### src/rtl/mem_port_arbiter.sv
// mem_port_arbiter: shares one single-ported, variable-latency memory between the fetch and data ports,
// data wins ties, one transaction in flight, 1-cycle registered acks, sticky watchdog error.
module mem_port_arbiter #(
  parameter int ADDR_W  = 32,
  parameter int DATA_W  = 32,
  parameter int TIMEOUT = 255
) (
  input  logic                clk,
  input  logic                reset,
  input  logic                i_req,
  input  logic [ADDR_W-1:0]   i_addr,
  output logic                i_ack,
  output logic [DATA_W-1:0]   i_rdata,
  input  logic                d_req,
  input  logic                d_we,
  input  logic [ADDR_W-1:0]   d_addr,
  input  logic [DATA_W-1:0]   d_wdata,
  input  logic [DATA_W/8-1:0] d_wmask,
  output logic                d_ack,
  output logic [DATA_W-1:0]   d_rdata,
  output logic                mem_req,
  output logic                mem_we,
  output logic [ADDR_W-1:0]   mem_addr,
  output logic [DATA_W-1:0]   mem_wdata,
  output logic [DATA_W/8-1:0] mem_wmask,
  input  logic                mem_ready,
  input  logic                mem_rvalid,
  input  logic [DATA_W-1:0]   mem_rdata,
  output logic                busy,
  output logic                err
);
  localparam int CW = $clog2(TIMEOUT + 1);
  typedef enum logic [1:0] {IDLE, REQ, RESP} state_t;
  state_t              r_state;
  logic                r_own_d;
  logic                r_we;
  logic [ADDR_W-1:0]   r_addr;
  logic [DATA_W-1:0]   r_wdata;
  logic [DATA_W/8-1:0] r_wmask;
  logic [CW-1:0]       r_cnt;
  logic                r_i_ack;
  logic                r_d_ack;
  logic [DATA_W-1:0]   r_i_rdata;
  logic [DATA_W-1:0]   r_d_rdata;
  logic                r_err;
  logic                w_d_go;
  logic                w_i_go;
  logic                w_to;
  // a requester is not re-sampled in its own ack cycle, so a held req cannot be granted twice
  assign w_d_go = d_req && !r_d_ack;
  assign w_i_go = i_req && !r_i_ack;
  assign w_to   = r_cnt == CW'(TIMEOUT - 1);
  always_ff @(posedge clk or negedge reset) begin
    if (!reset) begin
      r_state   <= IDLE;
      r_own_d   <= 1'b0;
      r_we      <= 1'b0;
      r_addr    <= '0;
      r_wdata   <= '0;
      r_wmask   <= '0;
      r_cnt     <= '0;
      r_i_ack   <= 1'b0;
      r_d_ack   <= 1'b0;
      r_i_rdata <= '0;
      r_d_rdata <= '0;
      r_err     <= 1'b0;
    end else begin
      r_i_ack <= 1'b0;
      r_d_ack <= 1'b0;
      case (r_state)
        IDLE: begin
          r_cnt <= '0;
          if (w_d_go) begin
            r_state <= REQ;
            r_own_d <= 1'b1;
            r_we    <= d_we;
            r_addr  <= d_addr;
            r_wdata <= d_wdata;
            r_wmask <= d_we ? d_wmask : '0;
          end else if (w_i_go) begin
            r_state <= REQ;
            r_own_d <= 1'b0;
            r_we    <= 1'b0;
            r_addr  <= i_addr;
            r_wdata <= '0;
            r_wmask <= '0;
          end
        end
        REQ: begin
          if (mem_ready) begin
            r_state <= r_we ? IDLE : RESP;
            r_d_ack <= r_we;
            r_cnt   <= '0;
          end else if (w_to) begin
            r_state <= IDLE;
            r_err   <= 1'b1;
            r_cnt   <= '0;
          end else r_cnt <= r_cnt + 1'b1;
        end
        RESP: begin
          if (mem_rvalid) begin
            r_state <= IDLE;
            r_cnt   <= '0;
            if (r_own_d) begin
              r_d_rdata <= mem_rdata;
              r_d_ack   <= 1'b1;
            end else begin
              r_i_rdata <= mem_rdata;
              r_i_ack   <= 1'b1;
            end
          end else if (w_to) begin
            r_state <= IDLE;
            r_err   <= 1'b1;
            r_cnt   <= '0;
          end else r_cnt <= r_cnt + 1'b1;
        end
        default: r_state <= IDLE;
      endcase
    end
  end
  assign mem_req   = r_state == REQ;
  assign mem_we    = r_we;
  assign mem_addr  = r_addr;
  assign mem_wdata = r_wdata;
  assign mem_wmask = r_wmask;
  assign busy      = r_state != IDLE;
  assign err       = r_err;
  assign i_ack     = r_i_ack;
  assign d_ack     = r_d_ack;
  assign i_rdata   = r_i_rdata;
  assign d_rdata   = r_d_rdata;
endmodule

### config.mk
export PLATFORM = sky130hd
export DESIGN_NAME = mem_port_arbiter
export DESIGN_NICKNAME = d
export VERILOG_FILES = /design/src/rtl/mem_port_arbiter.sv
export SDC_FILE = /design/constraint.sdc
export NUM_CORES = 1
export LEC_CHECK = 0
export CAP_MARGIN = 20
export CORE_MARGIN = 4
export CORE_UTILIZATION = 41
export DETAILED_ROUTE_END_ITERATION = 10
export GPL_TIMING_DRIVEN = 1
export PLACE_DENSITY = 0.8
export SETUP_SLACK_MARGIN = 0.4
export SLEW_MARGIN = 20
export SYNTH_ARGS = -nofsm -noshare
export SYNTH_HDL_FRONTEND = slang
export SYNTH_SLANG_ARGS = --single-unit
### constraint.sdc
create_clock -name clk -period 1.85 [get_ports clk]
set_input_delay 0.2775 -clock clk [delete_from_list [all_inputs] [get_ports clk]]
set_output_delay 0.2775 -clock clk [all_outputs]
set_load 0.05 [all_outputs]
After elaboration in Yosys (flattened, before gate mapping)
Cells that the tools add are included.

Word-level logic and storage cells: 65. Input bits: 139. Flip-flop bits (word level): 147.

Equality and inequality tests: 6. Reductions and logical operators: 13. Add/subtract/negate cells: 1. Bitwise logic cells: 1. Mux-type cells: 32.

Operators with widths (number): two-way mux 32 bit (4); two-way mux 8 bit (3); one-hot mux 8 bit (3 select lines) (1); two-way mux 1 bit (12); two-way mux 2 bit (6); two-way mux 4 bit (3); AND reduction 3 bit (3); adder 8 x 1 -> 8 bit (second input constant) (1); == test 8 bit (second input constant) (1); one-hot mux 2 bit (3 select lines) (1); nonzero test 2 bit (3); != test 2 bit (second input constant) (2); one-hot mux 1 bit (2 select lines) (2); != test 3 bit (second input constant) (1); nonzero test 3 bit (1); == test 2 x 1 -> 1 bit (second input constant) (1); == test 2 bit (second input constant) (1); logical AND 1 bit (2); zero test 1 bit (2); zero test 2 bit (1); AND reduction 2 bit (1); inverter 1 bit (1).

Logic depth before layout (Yosys ltp)
Depth after elaboration: 5. Gate-level depth with buffers: 7.

Least setup slack after synthesis
OpenSTA, ideal clock, no wires.

Path kind: reg2reg. Start point: register r_state[1]. End point: register r_cnt[1]. Slack: 0.153 ns. Data arrival time: 1.614 ns. Period minus slack after synthesis: 1.697 ns. Cell stages (with the launch flop): 7. Cell sequence: dfrtp_1 inv_1 ha_1 or2b_1 a21oi_1 nand3_1 o21ai_0.

Cells in the longest elaborated chain, start to end: 2. Elaborated cells on any way between the ends: 5.

Ends and longest elaborated chain: start: declaration (line 34) `state_t r_state;`; start signal: assignment (line 91) `r_state <= r_we ? IDLE : RESP;`; == test 2 x 1 -> 1 bit (*); net mem_req (line 21) `output logic mem_req,`; one-hot mux 8 bit (3 select lines) or nonzero test 3 bit (tied branches); end signal: assignment (line 98) `end else r_cnt <= r_cnt + 1'b1;`; end signal: assignment (line 115) `end else r_cnt <= r_cnt + 1'b1;`; end: declaration (line 40) `logic [CW-1:0] r_cnt;`.

Mark *: on every way through the listed nets, which the timed path passes. The rest lies on a longest branch. A chain may end at the register's enable or synchronous reset.

Worst setup path in the final report
Start point: register r_state[0]. End point: register r_i_rdata[26] (netlist: i_rdata[26]).

Cells in the longest elaborated chain, start to end: 2.

Ends and longest elaborated chain: == test 2 bit (line 70) `case (r_state)`; AND reduction 3 bit (no source line); end signal: assignment (line 108) `r_i_rdata <= mem_rdata;`; end: declaration (line 43) `logic [DATA_W-1:0] r_i_rdata;`.

Every way passes these cells.

==> reports/results.ini <==
[run_status]
status = completed

[placed_design]
port_buffers = 276
routabilityCongestion = 0.862
dp_slack_ps = 13.4
dp_hpwl_um = 12800
dpl.cell_count = 870
placed_area_sq_um = 8980

[die]
die_area_sq_um = 16400
die_x_um = 128
fp.coreArea_sq_um = 14000
num_rows = 43
start_util_pct = 42.3
die_y_um = 128
ioPinCount = 277

[clock_tree]
cts-buffers-inserted = 17
clk_pin_slew_ps = 60
ctsLongestPathBuffers = 2
cts_root_buf = clkbuf_16
insertion_delay_ps = 420
cts_tree = built
h-tree-depth = 4
cts_sinks = 147

[global_route]
grt.overflow.total = 0
grt_pass1_wl_um = 27300
grtUsageTotal_pct = 21.7
grt_pass1_vias = 5148
antenna_found_initial = 0
grt_max_degree = 65

[worst_setup_path]
end_kind = flip-flop
crit_required_ps = 2150
rr_endpoint = i_rdata[26]
r2r_start = r_state[0]
crit_start = r_state[0]
crit_path_end = i_rdata[26]
crit_type = flip-flop to flip-flop
rr_worst_depth = 7
crit_path_start_kind = flip-flop
cp.arrival_ps = 1960
crit_fanout = 8
r2r_slack_ps = 190

[detailed_routing]
firstDrtPassIters = 4
vias = 4857
drc_errors = 0
routed-wl-met2_um = 10500
drtIter0Drc = 221
top_layer_used = met4
drt-total-wl_um = 20200
met1_length_um = 7290
avgViaCountPerCell = 5.18
wire_per_inst_um = 21.6
routed-wl-met3_um = 1800
ant_nets = 0

[synth]
ys_ff_latch = 147
syn_nets = 575
synthDistinctLibCells = 38
seq_area_frac_synth_pct = 62.1
syn_avg_cell_area_sq_um = 13.8
synth_edf_count = 0
ys_warn_count = 0
syn-cell-area_sq_um = 5920
synth_top_area_share_pct = 62.1
synth_flop_cell = dfrtp_1
synthCells = 430
async_reset_ff_share_pct = 100
yosysTopAreaCell = dfrtp_1
synth.area.top_cells = dfrtp_1 (62%), mux2_2 (12%), mux2i_1 (5.4%)

[timing]
slew_headroom_pct = 67.6
timing.final.crit_period_ps = 1660
slew_violations = 0
fin_skew_ps = 7.13
worst_slack_ps = 187
finalCritPeriodShare_pct = 89.9
tightestPinTransition_ps = 484
timing_hold_violations_final = 0
timing.setup.tns_ps = 0
setup_viol = 0
rsz0062_at_grt = yes
clock.fmax_mhz = 601

[final_layout]
fill_cells = 987
fin_cells = 938
multi_input_area_sq_um = 2290
antenna_cells = 0
layout.nets = 890
drive_gt1_share_pct = 41.4
final_common_cell = dfrtp_1
regArea_sq_um = 3680
final_cell_mix = dfrtp_1 (145), clkdlybuf4s50_1 (137), buf_2 (92)
final_area_sq_um = 9800
area.growth.synth_to_final_pct = 65.4

[power]
p_per_area_nw_per_um2 = 2080
report.power.total_uw = 20400
leakagePower_uw = 0.00467
vdd_drop_max_mv = 1.03

[flow_run]
drv_cap = 0

[hold_path]
hp-class = input port to asynchronous set/reset pin

[worst max-delay path, stage by stage, from the launching register on]
cell	delay, ps
dfrtp_1	410
inv_2	130
ha_4	190
nand2_4	70
nor2_4	110
buf_12	140
clkbuf_16	170
mux2_2	330
[synth_stat cells (all sizes together), types with 3 or more instances]
| master | n |
|---|---|
| nand2 | 40 |
| xor2 | 3 |
| buf | 21 |
| a22o | 33 |
| mux2i | 32 |
| dfrtp | 147 |
| ha | 6 |
| inv | 4 |
| xnor2 | 3 |
| nor2 | 8 |
| mux2 | 64 |
| clkbuf | 4 |
| o21ai | 36 |
| a32o | 4 |
| nand3 | 5 |
[cells by family (layout without fill, tap and decap cells)]
| logic type | Yosys count | in the layout | synth area share (%) |
|---|---|---|---|
| xor gates and xnor gates | 6 | 6 | 0.887 |
| DFF | 147 | 147 | 62.1 |
| AOI/OAI and AO/OA | 80 | 81 | 9.68 |
| buffers and inverters | 29 | 356 | 3.19 |
| muxes | 96 | 96 | 17.6 |
| and+or+nand+nor | 66 | 66 | 5.30 |
| adders and majority gates | 6 | 6 | 1.27 |
[per-layer routing]
| layer | track usage [%] | up-vias |
|---|---|---|
| met5 | 0 | - |
| met2 | 37.8 | 247 |
| li1 | - | 2158 |
| met3 | 8.67 | 45 |
| met1 | 22.8 | 2407 |
| met4 | 9.93 | 0 |
[where the power goes]
group | internal [uW] | switching [uW] | total, uW | leakage [uW]
combinational | 3860 | 7570 | 11400 | 0.00251
sequential | 4610 | 837 | 5440 | 0.00186
clock | 2190 | 1320 | 3520 | 0.000296
total | 10700 | 9730 | 20400 | 0.00467
[how the worst min path moves through the flow]
stage                     start  cells after the start      endpoint  slack, ps
final                     reset                      2  mem_addr[15]        380
after CTS                 reset                      2  mem_addr[15]        380
after global routing      reset                      2  mem_addr[13]        410
after global placement    reset                      1  mem_addr[13]        230
after detailed placement  reset                      1  mem_addr[15]        230
after floorplan           reset                      0         d_ack        -20
[state kept, by name (all words and copies together), names as in the netlist]
signal,cells
i_rdata,32
r_own_d,1
d_rdata,32
mem_wdata,32
r_cnt,8
mem_addr,32
mem_wmask,4
err,1
d_ack,1
i_ack,1
mem_we,1
r_state,2
[per-stage QoR]
stage / hold WS, ps / utilization (%)
after floorplan: -18.1 / -
after global placement: 229 / 64.2
after detailed placement: 235 / 64.2
after CTS: 376 / 69.4
after global routing: 408 / 70.0
final: 378 / 70.0
[layout make-up]
| type | count | share of cell area (%) |
|---|---|---|
| Clock buffer | 20 | 4.66 |
| Clock inverter | 12 | 1.58 |
| Timing Repair Buffer | 320 | 30.3 |
| Inverter | 4 | 0.192 |
| Multi-Input combinational cell | 255 | 23.4 |
| Sequential cell | 147 | 37.6 |
| Tap cell | 180 | 2.30 |
[timing repair]
action	in CTS	in global routing
resized for setup	390	171
cloned	1	17
hold endpoints to repair	44	0
pin swaps	8	12
endpoints found under the setup margin	222	158
setup buffers	9	8
hold buffers	1	0
Power figures use the tool's default switching activity.
